===== config.mk =====
export PLATFORM = sky130hd
export DESIGN_NAME = brc
export DESIGN_NICKNAME = d
export VERILOG_FILES = /design/src/rtl/brc.sv
export SDC_FILE = /design/constraint.sdc
export NUM_CORES = 1
export LEC_CHECK = 0
export ABC_AREA = 0
export BUFFER_PORTS_ARGS = -buffer_cell sky130_fd_sc_hd__buf_4
export CAP_MARGIN = 20
export CORE_AREA = 2 2 51 53
export CTS_CLUSTER_DIAMETER = 100
export DETAILED_ROUTE_END_ITERATION = 8
export DIE_AREA = 0 0 53 55
export PLACE_DENSITY_LB_ADDON = 0.2
export SLEW_MARGIN = 40
export SYNTH_ARGS = -nofsm -noshare
export SYNTH_HDL_FRONTEND = slang
export SYNTH_SLANG_ARGS = --single-unit

===== constraint.sdc =====
create_clock -name i_clk -period 2.3 [get_ports i_clk]
set_input_delay 0.46 -clock i_clk [delete_from_list [all_inputs] [get_ports i_clk]]
set_output_delay 0.46 -clock i_clk [all_outputs]
set_load 0.005 [all_outputs]

===== src/rtl/brc.sv =====
// brc -- branch comparator for the RISC-V execute stage.
//
// Compares the two register-file read operands (rs1, rs2) and reports
// equality and less-than to the branch decision logic (BEQ/BNE/BLT/BGE/
// BLTU/BGEU). The primary flags are purely combinational. A one-cycle
// registered copy of each flag is provided for pipeline/debug use.
//
// Ports:
//   i_clk          clock; drives only the registered copies and the checker
//   i_reset        synchronous, active-high reset
//   i_rs1_data     operand A (rs1), 32 bits
//   i_rs2_data     operand B (rs2), 32 bits
//   i_br_un        compare mode: 1 = signed, 0 = unsigned
//   o_br_less      combinational, A < B in the selected mode
//   o_br_equal     combinational, A == B bit for bit
//   o_br_less_q    o_br_less registered on rising i_clk (reset 0)
//   o_br_equal_q   o_br_equal registered on rising i_clk (reset 0)
//   o_chk_err      sticky self-check error (only with BRC_CHECK_EN)
//
// Build option: define BRC_CHECK_EN to add a checker that cross-checks the
// structural comparator against behavioural comparisons and raises the
// sticky o_chk_err on any disagreement.

// 4-bit magnitude comparator slice: lt = a < b, eq = a == b.
module brc_nib_cmp (
  input  logic [3:0] a,
  input  logic [3:0] b,
  output logic       lt,
  output logic       eq
);
  logic [3:0] e;   // per-bit equality
  logic [3:0] l;   // per-bit "a is 0 where b is 1"

  assign e = ~(a ^ b);
  assign l = ~a & b;

  // First differing bit from the MSB decides.
  assign lt = l[3]
            | (e[3] & l[2])
            | (e[3] & e[2] & l[1])
            | (e[3] & e[2] & e[1] & l[0]);
  assign eq = &e;
endmodule

module brc (
  input  logic        i_clk,
  input  logic        i_reset,
  input  logic [31:0] i_rs1_data,
  input  logic [31:0] i_rs2_data,
  input  logic        i_br_un,
  output logic        o_br_less,
  output logic        o_br_equal,
  output logic        o_br_less_q,
  output logic        o_br_equal_q
`ifdef BRC_CHECK_EN
  ,
  output logic        o_chk_err
`endif
);
  localparam int NUM_NIB = 8;

  // Signed mode flips both sign bits so two's complement order becomes
  // plain unsigned order; equality is unaffected since both flip together.
  logic [NUM_NIB-1:0][3:0] a_m, b_m;
  assign a_m = {i_rs1_data[31] ^ i_br_un, i_rs1_data[30:0]};
  assign b_m = {i_rs2_data[31] ^ i_br_un, i_rs2_data[30:0]};

  // Level 0: eight nibble slices.
  logic [NUM_NIB-1:0] lt_l0, eq_l0;

  for (genvar g = 0; g < NUM_NIB; g++) begin : g_nib
    brc_nib_cmp u_nib (
      .a  (a_m[g]),
      .b  (b_m[g]),
      .lt (lt_l0[g]),
      .eq (eq_l0[g])
    );
  end

  // Tree levels 1..3: odd index is the high half and takes priority.
  logic [3:0] lt_l1, eq_l1;
  logic [1:0] lt_l2, eq_l2;
  logic       lt_l3, eq_l3;

  for (genvar g = 0; g < 4; g++) begin : g_l1
    assign lt_l1[g] = lt_l0[2*g+1] | (eq_l0[2*g+1] & lt_l0[2*g]);
    assign eq_l1[g] = eq_l0[2*g+1] & eq_l0[2*g];
  end

  for (genvar g = 0; g < 2; g++) begin : g_l2
    assign lt_l2[g] = lt_l1[2*g+1] | (eq_l1[2*g+1] & lt_l1[2*g]);
    assign eq_l2[g] = eq_l1[2*g+1] & eq_l1[2*g];
  end

  assign lt_l3 = lt_l2[1] | (eq_l2[1] & lt_l2[0]);
  assign eq_l3 = eq_l2[1] & eq_l2[0];

  // Equality taken straight from the raw operands, independent of mode.
  assign o_br_equal = &(~(i_rs1_data ^ i_rs2_data));
  assign o_br_less  = lt_l3;

  always_ff @(posedge i_clk) begin
    if (i_reset) begin
      o_br_less_q  <= 1'b0;
      o_br_equal_q <= 1'b0;
    end else begin
      o_br_less_q  <= o_br_less;
      o_br_equal_q <= o_br_equal;
    end
  end

`ifdef BRC_CHECK_EN
  logic beh_less, beh_equal, chk_mis;

  assign beh_less  = i_br_un ? ($signed(i_rs1_data) < $signed(i_rs2_data))
                             : ($unsigned(i_rs1_data) < $unsigned(i_rs2_data));
  assign beh_equal = (i_rs1_data == i_rs2_data);
  // Also catch the tree's own equality disagreeing with the direct XNOR.
  assign chk_mis   = (o_br_less != beh_less) | (o_br_equal != beh_equal)
                   | (eq_l3 != beh_equal);

  always_ff @(posedge i_clk) begin
    if (i_reset)      o_chk_err <= 1'b0;
    else if (chk_mis) o_chk_err <= 1'b1;
  end
`endif

endmodule


== Word level (Yosys, flattened, before mapping) ==
Index checks and enable logic that the tools add are counted.
Word-level totals
  flip-flop bits (word level): 2
  bits in latches: 0
  RAM bits: 0
  memory bits (read-only): 0
  input bits: 67
  output and inout bits: 4
  logic and storage cells: 128
  memories kept: 0
Operators by class
  $add $sub $neg: 0
  multiply operators: 0
  div/mod/pow operators: 0
  order comparisons: 0
  equal/unequal tests: 0
  shift operators: 0
  multiplexer cells: 0
  bitwise operators: 118
  reductions and logical operators: 8
Operator list (count)
  $not A4 Y4: 16
  $and A1 B1 Y1: 51
  $and A4 B4 Y4: 8
  $not A32 Y32: 1
  $reduce_and A32 Y1: 1
  $xor A32 B32 Y32: 1
  $xor A4 B4 Y4: 8
  $or A1 B1 Y1: 31
  $reduce_and A4 Y1: 7
  $xor A1 B1 Y1: 2

== Logic depth before layout (Yosys ltp) ==
Gate-level depths: netlist (run 1).
  depth after elaboration: 12
  depth in mapped cells: 7

== Hierarchy ==
A second synthesis (run 1) with hierarchy kept.
Unflattened totals
  cells, all modules: 163
  area, all modules: 1224.9 um2
By module, submodules not included
  brc_nib_cmp: instances 8, cells each 13, area each 92.6 um2, sequential area each 0.0 um2
  brc: instances 1, cells each 59, area each 484.2 um2, sequential area each 40.0 um2

== Least setup slack after synthesis (run 1) ==
OpenSTA, ideal clock, no wires.
  kind: in2out
  start: input port i_rs1_data[27]
  end: output port o_br_less
  arrival time: 1600 ps
  data required time: 1840 ps
  setup slack: 240 ps
  stages on the path: 7
  buffers on the path: 0
  path through: inv_1 > ha_1 > a211oi_2 > nor2_1 > nor4_4 > o221ai_2 > a31o_1
On the way
  longest elaborated chain between the ends: 10
RTL lines
  from (decl): RTL line 48  | input logic [31:0] i_rs1_data,
  $xor A4 B4 Y4: RTL line 34  | assign e = ~(a ^ b);
  $not A4 Y4: RTL line 34
  $and A1 B1 Y1 (on tied branches): RTL line 39, 40, 41
  $or A1 B1 Y1, or another cell as far along: RTL line 39  | | (e[3] & l[2])
  $or A1 B1 Y1 / $and A1 B1 Y1 (equally long branches): RTL line 40, 41
  $or A1 B1 Y1: RTL line 41  | | (e[3] & e[2] & e[1] & l[0]);
  $and A1 B1 Y1: RTL line 86  | assign lt_l1[g] = lt_l0[2*g+1] | (eq_l0[2*g+1] & lt_l0[2*g]);
  $or A1 B1 Y1: RTL line 86
  $or A1 B1 Y1: RTL line 91  | assign lt_l2[g] = lt_l1[2*g+1] | (eq_l1[2*g+1] & lt_l1[2*g]);
  $or A1 B1 Y1 (*): RTL line 95  | assign lt_l3 = lt_l2[1] | (eq_l2[1] & lt_l2[0]);
  to (decl): RTL line 51  | output logic o_br_less,
Every way passes the cells marked *; elsewhere a longest branch is shown, timed or not.

== Worst setup path after layout (run 1) ==
  start: input port i_rs2_data[27]
  end: output port o_br_less
On the way
  longest elaborated chain between the ends: 10
RTL lines
  from (decl): RTL line 49  | input logic [31:0] i_rs2_data,
  $xor A4 B4 Y4: RTL line 34
  $not A4 Y4: RTL line 34
  $and A1 B1 Y1 (on tied branches): RTL line 39, 40, 41
  $or A1 B1 Y1, or another cell as far along: RTL line 39
  $or A1 B1 Y1 / $and A1 B1 Y1 (equally long branches): RTL line 40, 41
  $or A1 B1 Y1: RTL line 41
  $and A1 B1 Y1: RTL line 86
  $or A1 B1 Y1: RTL line 86
  $or A1 B1 Y1: RTL line 91
  $or A1 B1 Y1 (*): RTL line 95
Marks and branches as above.

==> summary.md, run 1 <==
| Metric | Value |
|---|---|
| Worst Path Arrival | 1810 ps |
| Remaining DRCs | 0 |
| Placed cells | about 230 |
| Clock tree sinks | 2 |
| Final hold slack | 423 ps |
| Post-synth cell types | 22 |
| Crit. Startpoint | i_rs2_data[27] |
| Leading area contributor after synthesis | ha_1 |
| Type of the worst min-delay path | input port to flip-flop |
| Largest net degree at the start of global routing | 5 |
| Layout Cells excl Fill | between 200 and 250 |
| Core Box Area | 2360 um2 |
| Post-Place Worst Slack | -50.6 ps |
| Starting DRT DRC Count | 5 |
| Setup violations, final | 0 |
| Syn avg cell area | just over 7 um2 |
| Initial DRT Pass Iterations | 2 |
| Clock slew at reported path FFs | about 30 ps |
| Crit-path cells | buf_6, ha_4, a211oi_2, nor2_2, nor4_4, o221ai_2, a31o_1, buf_4 |
| Post-synth top area share | a little over two fifths |
| Synth area leaders | ha_1 (44%), inv_1 (14%), a21oi_1 (6.6%), dfxtp_1 (4.4%), nand2_1 (4.1%) |
| Sequential share of the synthesized area | under 10% |
| Crit. End Element | primary output |
| Worst path required time | around 1800 ps |
| Nets | between 300 and 400 |
| CP Class | input port to primary output |
| Setup WS post-layout | 30.8 ps |
| Via Count | approximately 1100 |
| Final instance area | approximately 1600 um2 |
| Worst slew pin tran | approximately 280 ps |
| Final worst-path cycle share | 98.7% |
| # IOs | 71 |
| Sw frac | between 30% and 40% |
| IO buf count | 70 |
| WHS Path Cells | 2 |
| Critical path's slowest cell | a211oi_2 |
| Outcome | completed |
| WL final | roughly 2500 um |
| H-tree depth | 1 |
| Power per cell area | 245 nW/um2 |
| Global-route wire length before repair | roughly 3700 um |
| Slew Viols, Final | 0 |
| Synth Register Bits | 2 |
| Worst slew margin | around 81% |
| Inserted Clock Buffers | 3 |
| Worst setup path endpoint | o_br_less |
| Mapped Cells | approximately 130 |
| CTS tree | done |
| Layout area overhead | 74.2% |
| Initial Util | 38.5% |
| Tot Pwr | 389 uW |
| Largest stage delay, worst path | roughly 240 ps |
| Finished Core Util | between 60 and 70% |
| Post-DRT Antenna Nets | 0 |
| Combinational share of power | a little over two thirds |
| Dpl cell area | around 1500 um2 |
| CP startpoint kind | input port |
| Post-detail-place hpwl | around 2200 um |
| Post-Syn Area | 911 um2 |
| Clock power share | between 10% and 20% |
| Die Y | approximately 55 um |
| Hold Vio Cnt, Final | 0 |
| GR Overflow Total | 0 |
| Final Critical Period | around 2300 ps |
| Number of synthesis warnings | 0 |
| Static leakage | 0.910 nW |
| Critical Path Fanout Max | 2 |
| Die width | ~53 um |
| Die footprint | approximately 2900 um2 |
| Internal cell power | 257 uW |
| Antenna violations before repair | 0 |
| Syn nets | between 200 and 250 |
| Clock Tree Buf Depth | 2 |
| Worst vdd ir | approximately 0.17 mV |
| Post-DR vias/cell | 4.79 |
| Multi-input logic area | 805 um2 |
| Setup TNS Final | 0 ps |
| RSZ-0062 raised after global routing | yes |
| Clk root buf | clkbuf_4 |
| Sw Pwr | 131 uW |
| Seq pwr share | around a tenth |
| Layout cells sized above 1 | a little under half |
| Vias in the first global route | approximately 1000 |
| # diodes | 0 |
| RePlAce Congestion | ~0.65 |
| Filler cell count | a little over 200 |
| Max Cap Viol | 0 |
| Reg area | 40.0 um2 |
| Global Route Usage Sum | between 10% and 20% |
| Fmax | between 400 and 500 MHz |
| Placement Rows | 18 |
| Routed len/inst | ~11 um |
==> metal layers <==
metal  up-vias  track usage, %  wire, um
li1        587               -         -
met1       471            15.9       926
met2        45            34.0      1380
met3         8           0.806       155
met4         0            13.7        79
met5         -               0         0
==> sequential cells by signal, summed over array words and instances, names as in the netlist <==
name	count
o_br_equal_q	1
o_br_less_q	1
==> cell families (layout without fill, tap and decap cells) <==
logic type | count (synthesis) | count (layout) | synth area share [%]
buffers and inverters | 33 | 109 | 13.6
adder cells (fa/ha/maj) | 32 | 32 | 44.0
XOR/XNOR | 3 | 3 | 2.89
AO/OA/AOI/OAI | 25 | 25 | 17.4
flip-flops | 2 | 2 | 4.40
AND/OR/NAND/NOR | 31 | 31 | 17.7
==> cell usage after synthesis <==
library cell and instances:
xnor2_1 1, nor2_1 6, nor2b_1 1, dfxtp_1 2, nand3_1 4, o21ai_0 6
a211oi_2 1, xor2_1 2, a31o_1 1, and3_1 1, a32o_1 1, inv_1 33
o221ai_2 1, nor4_1 1, nor3_1 2, nand4_1 5, ha_1 32, nand2_1 10
a211oi_1 2, nor4_4 1, o21bai_1 1, a21oi_1 12
==> worst min path at each step <==
stage / from / endpoint / slack, ps
floorplan: i_reset / o_br_equal_q / 540
global placement: i_reset / o_br_equal_q / 650
detailed placement: i_reset / o_br_equal_q / 650
CTS: i_reset / o_br_equal_q / 410
global route: i_reset / o_br_equal_q / 410
finish: i_reset / o_br_equal_q / 420
==> worst max-delay path: cells and delay by family <==
kind	cells	cell delay, ps
compound gates	3	580
simple gates	2	300
buf+inv	2	230
fa+ha+maj	1	230
==> cell type report <==
| type | count | area share (%) |
|---|---|---|
| Clock buffer | 3 | 1.42 |
| Multi-Input combinational cell | 91 | 50.7 |
| Timing Repair Buffer | 73 | 35.0 |
| Tap cell | 30 | 2.37 |
| Inverter | 33 | 7.97 |
| Sequential cell | 2 | 2.52 |
==> power by group through the flow <==
stage / clock network [mW] / logic [mW] / registers [mW]
floorplan: 0 / 0.120 / 0.0383
global placement: 0 / 0.239 / 0.0379
detailed placement: 0 / 0.251 / 0.0383
CTS: 0.0833 / 0.255 / 0.0378
global route: 0.0855 / 0.307 / 0.0379
finish: 0.0771 / 0.274 / 0.0377
==> cell usage in the layout, fill, tap and decap left out, drive strengths merged <==
cell	count
nor3	2
o21ai	6
nor2	6
nand3	4
nor4	2
a31o	1
nand4	5
o21bai	1
a32o	1
clkbuf	3
dfxtp	2
xnor2	1
nand2	10
and3	1
ha	32
xor2	2
buf	73
inv	33
o221ai	1
a211oi	3
a21oi	12
nor2b	1
==> what timing repair did <==
item                                    CTS  global route
pin swaps                                 3             7
hold buffers                              0             0
buffers inserted                          0             1
gates resized for setup                   2            16
endpoints found under the setup margin    1             2
Note: power is estimated with default switching activity, not from simulation.
==> run 2: changes to the inputs <==
CORE_AREA = 2 2 56 58   (was 2 2 51 53)
DIE_AREA = 0 0 58 60   (was 0 0 53 55)
SYNTH_HIERARCHICAL = 1   (was not set)
==> run 2 against run 1 <==
Against the previous run: clock power decreased by 2%; count of clock-buffer cells in the layout unchanged; synthesized cell count increased by 29%; wire length increased by 17%; sequential share of layout area decreased by 0.35 points; die area increased by 19%; utilization decreased by 3.7 points; critical path type unchanged; largest power group unchanged.
==> summary.md, run 2 <==
| Metric | Value |
|---|---|
| Max Cap Viol | 0 |
| H-tree depth | 1 |
| Reg area | between 40 and 50 um2 |
| Sw frac | a little under two fifths |
| Layout area overhead | 51.2% |
| Type of the worst min-delay path | input port to flip-flop |
| Post-Syn Area | 1220 um2 |
| Critical path's slowest cell | ha_4 |
| Worst slew margin | between 70 and 80% |
| Worst path required time | between 1500 and 2000 ps |
| Antenna violations before repair | 0 |
| Via Count | around 1300 |
| Layout cells sized above 1 | roughly a third |
| Most frequent cells in the layout | buf_4 (71), xor2_1 (34), inv_1 (32) |
| Most frequent CP cell | buf_4 |
| Post-DRT Antenna Nets | 0 |
| Filler cell count | roughly 280 |
| Largest stage delay, worst path | between 200 and 300 ps |
| Die Y | 60 um |
| Largest net degree at the start of global routing | 4 |
| Final Critical Period | roughly 2200 ps |
| Finished Core Util | a little under two thirds |
| Sw Pwr | around 160 uW |
| Syn nets | around 260 |
| Tot Pwr | approximately 430 uW |
| Starting DRT DRC Count | 14 |
| Clk root buf | clkbuf_4 |
| Static leakage | between 1 and 1.5 nW |
| IO buf count | 70 |
| Core Box Area | 2900 um2 |
| Post-detail-place hpwl | 2790 um |
| Worst vdd ir | 0.243 mV |
| Power per cell area | approximately 230 nW/um2 |
| Crit-path cells | buf_4, xor2_1, inv_1, ha_4, and4_4, and4_1, a21oi_2, nand2_1, buf_4 |
| Hold Vio Cnt, Final | 0 |
| Remaining DRCs | 0 |
| Seq pwr share | 8.8% |
| GR Overflow Total | 0 |
| Worst slew pin tran | slightly below 400 ps |
| # diodes | 0 |
| Regs by FF count | o_br_equal_q (1), o_br_less_q (1) |
| Initial DRT Pass Iterations | 2 |
| Initial Util | approximately two fifths |
| Worst Path Arrival | 1750 ps |
| CTS tree | done |
| Final hold slack | roughly 420 ps |
| Setup violations, final | 0 |
| Internal cell power | between 200 and 300 uW |
| Global-route wire length before repair | 4810 um |
| Nets | 337 |
| Commonest non-fill, non-tap cell in the layout | buf_4 |
| Clock tree sinks | 2 |
| Die footprint | 3480 um2 |
| Mapped Cells | ~160 |
| Clock power share | 17.6% |
| Routed len/inst | approximately 11 um |
| Vias in the first global route | around 1300 |
| CP Class | input port to primary output |
| Setup TNS Final | 0 ps |
| Inserted Clock Buffers | 3 |
| Placement Rows | 20 |
| Combinational share of power | about 74% |
| WL final | 2990 um |
| # IOs | 71 |
| RePlAce Congestion | just over 0.8 |
| Die width | between 50 and 60 um |
| Clock Tree Buf Depth | 2 |
| Crit. End Element | primary output |
| Final worst-path cycle share | 96.1% |
| Global Route Usage Sum | between 15 and 20% |
| Slew Viols, Final | 0 |
| Clock slew at reported path FFs | 30 ps |
| Fmax | ~450 MHz |
| Number of synthesis warnings | 6 |
| Critical Path Fanout Max | 3 |
| Outcome | completed |
| CP startpoint kind | input port |
| Syn avg cell area | between 7 and 8 um2 |
| Post-DR vias/cell | ~5 |
| Multi-input logic area | 1080 um2 |
[run 2: power by group through the flow]
stage	clock (mW)	combinational [mW]	sequential, mW
2_1_floorplan	0	0.144	0.0385
3_3_place_gp	0	0.297	0.0381
3_5_place_dp	0	0.301	0.0380
4_1_cts	0.0793	0.303	0.0376
5_1_grt	0.0847	0.361	0.0377
6_report	0.0756	0.315	0.0376
[run 2: final timing paths]
kind                     from      endpoint  slack [ps]  cells after the start
worst min-delay path  i_reset  o_br_equal_q         420                      2
worst max-delay path  i_br_un     o_br_less          90                      9
[run 2: stage by stage]
step / area [um2] / std cells / setup slack, ps
global route: 1840 / 269 / -24.8
CTS: 1810 / 268 / 4.10
global placement: 1780 / 265 / 31.4
finish: 1840 / 269 / 90.1
floorplan: 1220 / 162 / 351
detailed placement: 1780 / 265 / 10.7
[run 2: final cells by class]
class                      count  share of cell area, %
multi-input combinational    128                   58.8
inverter                      32                   6.53
timing repair buffer          71                   29.0
clock buffer                   3                   1.22
sequential                     2                   2.18
tap                           33                   2.24
[run 2: critical path, delay by kind of cell]
kind	cells	cell delay [ps]
AOI/OAI and AO/OA	1	150
xor gates and xnor gates	1	150
adders and majority gates	1	250
buffers and inverters	3	350
and+or+nand+nor	3	400
[run 2: layer usage]
metal  vias to the layer above  GRT usage [%]  share of wire [%]
li1                        704              -                  -
met1                       589           20.6                 42
met2                        48           33.1                 49
met3                         4           3.46                7.7
met4                         0           5.98                1.2
met5                         -              0                  0
[run 2: what timing repair did]
action	4_1_cts	5_1_grt
endpoints found under the setup margin	0	1
buffers inserted	0	1
gates resized for setup	0	7
hold buffers	0	0
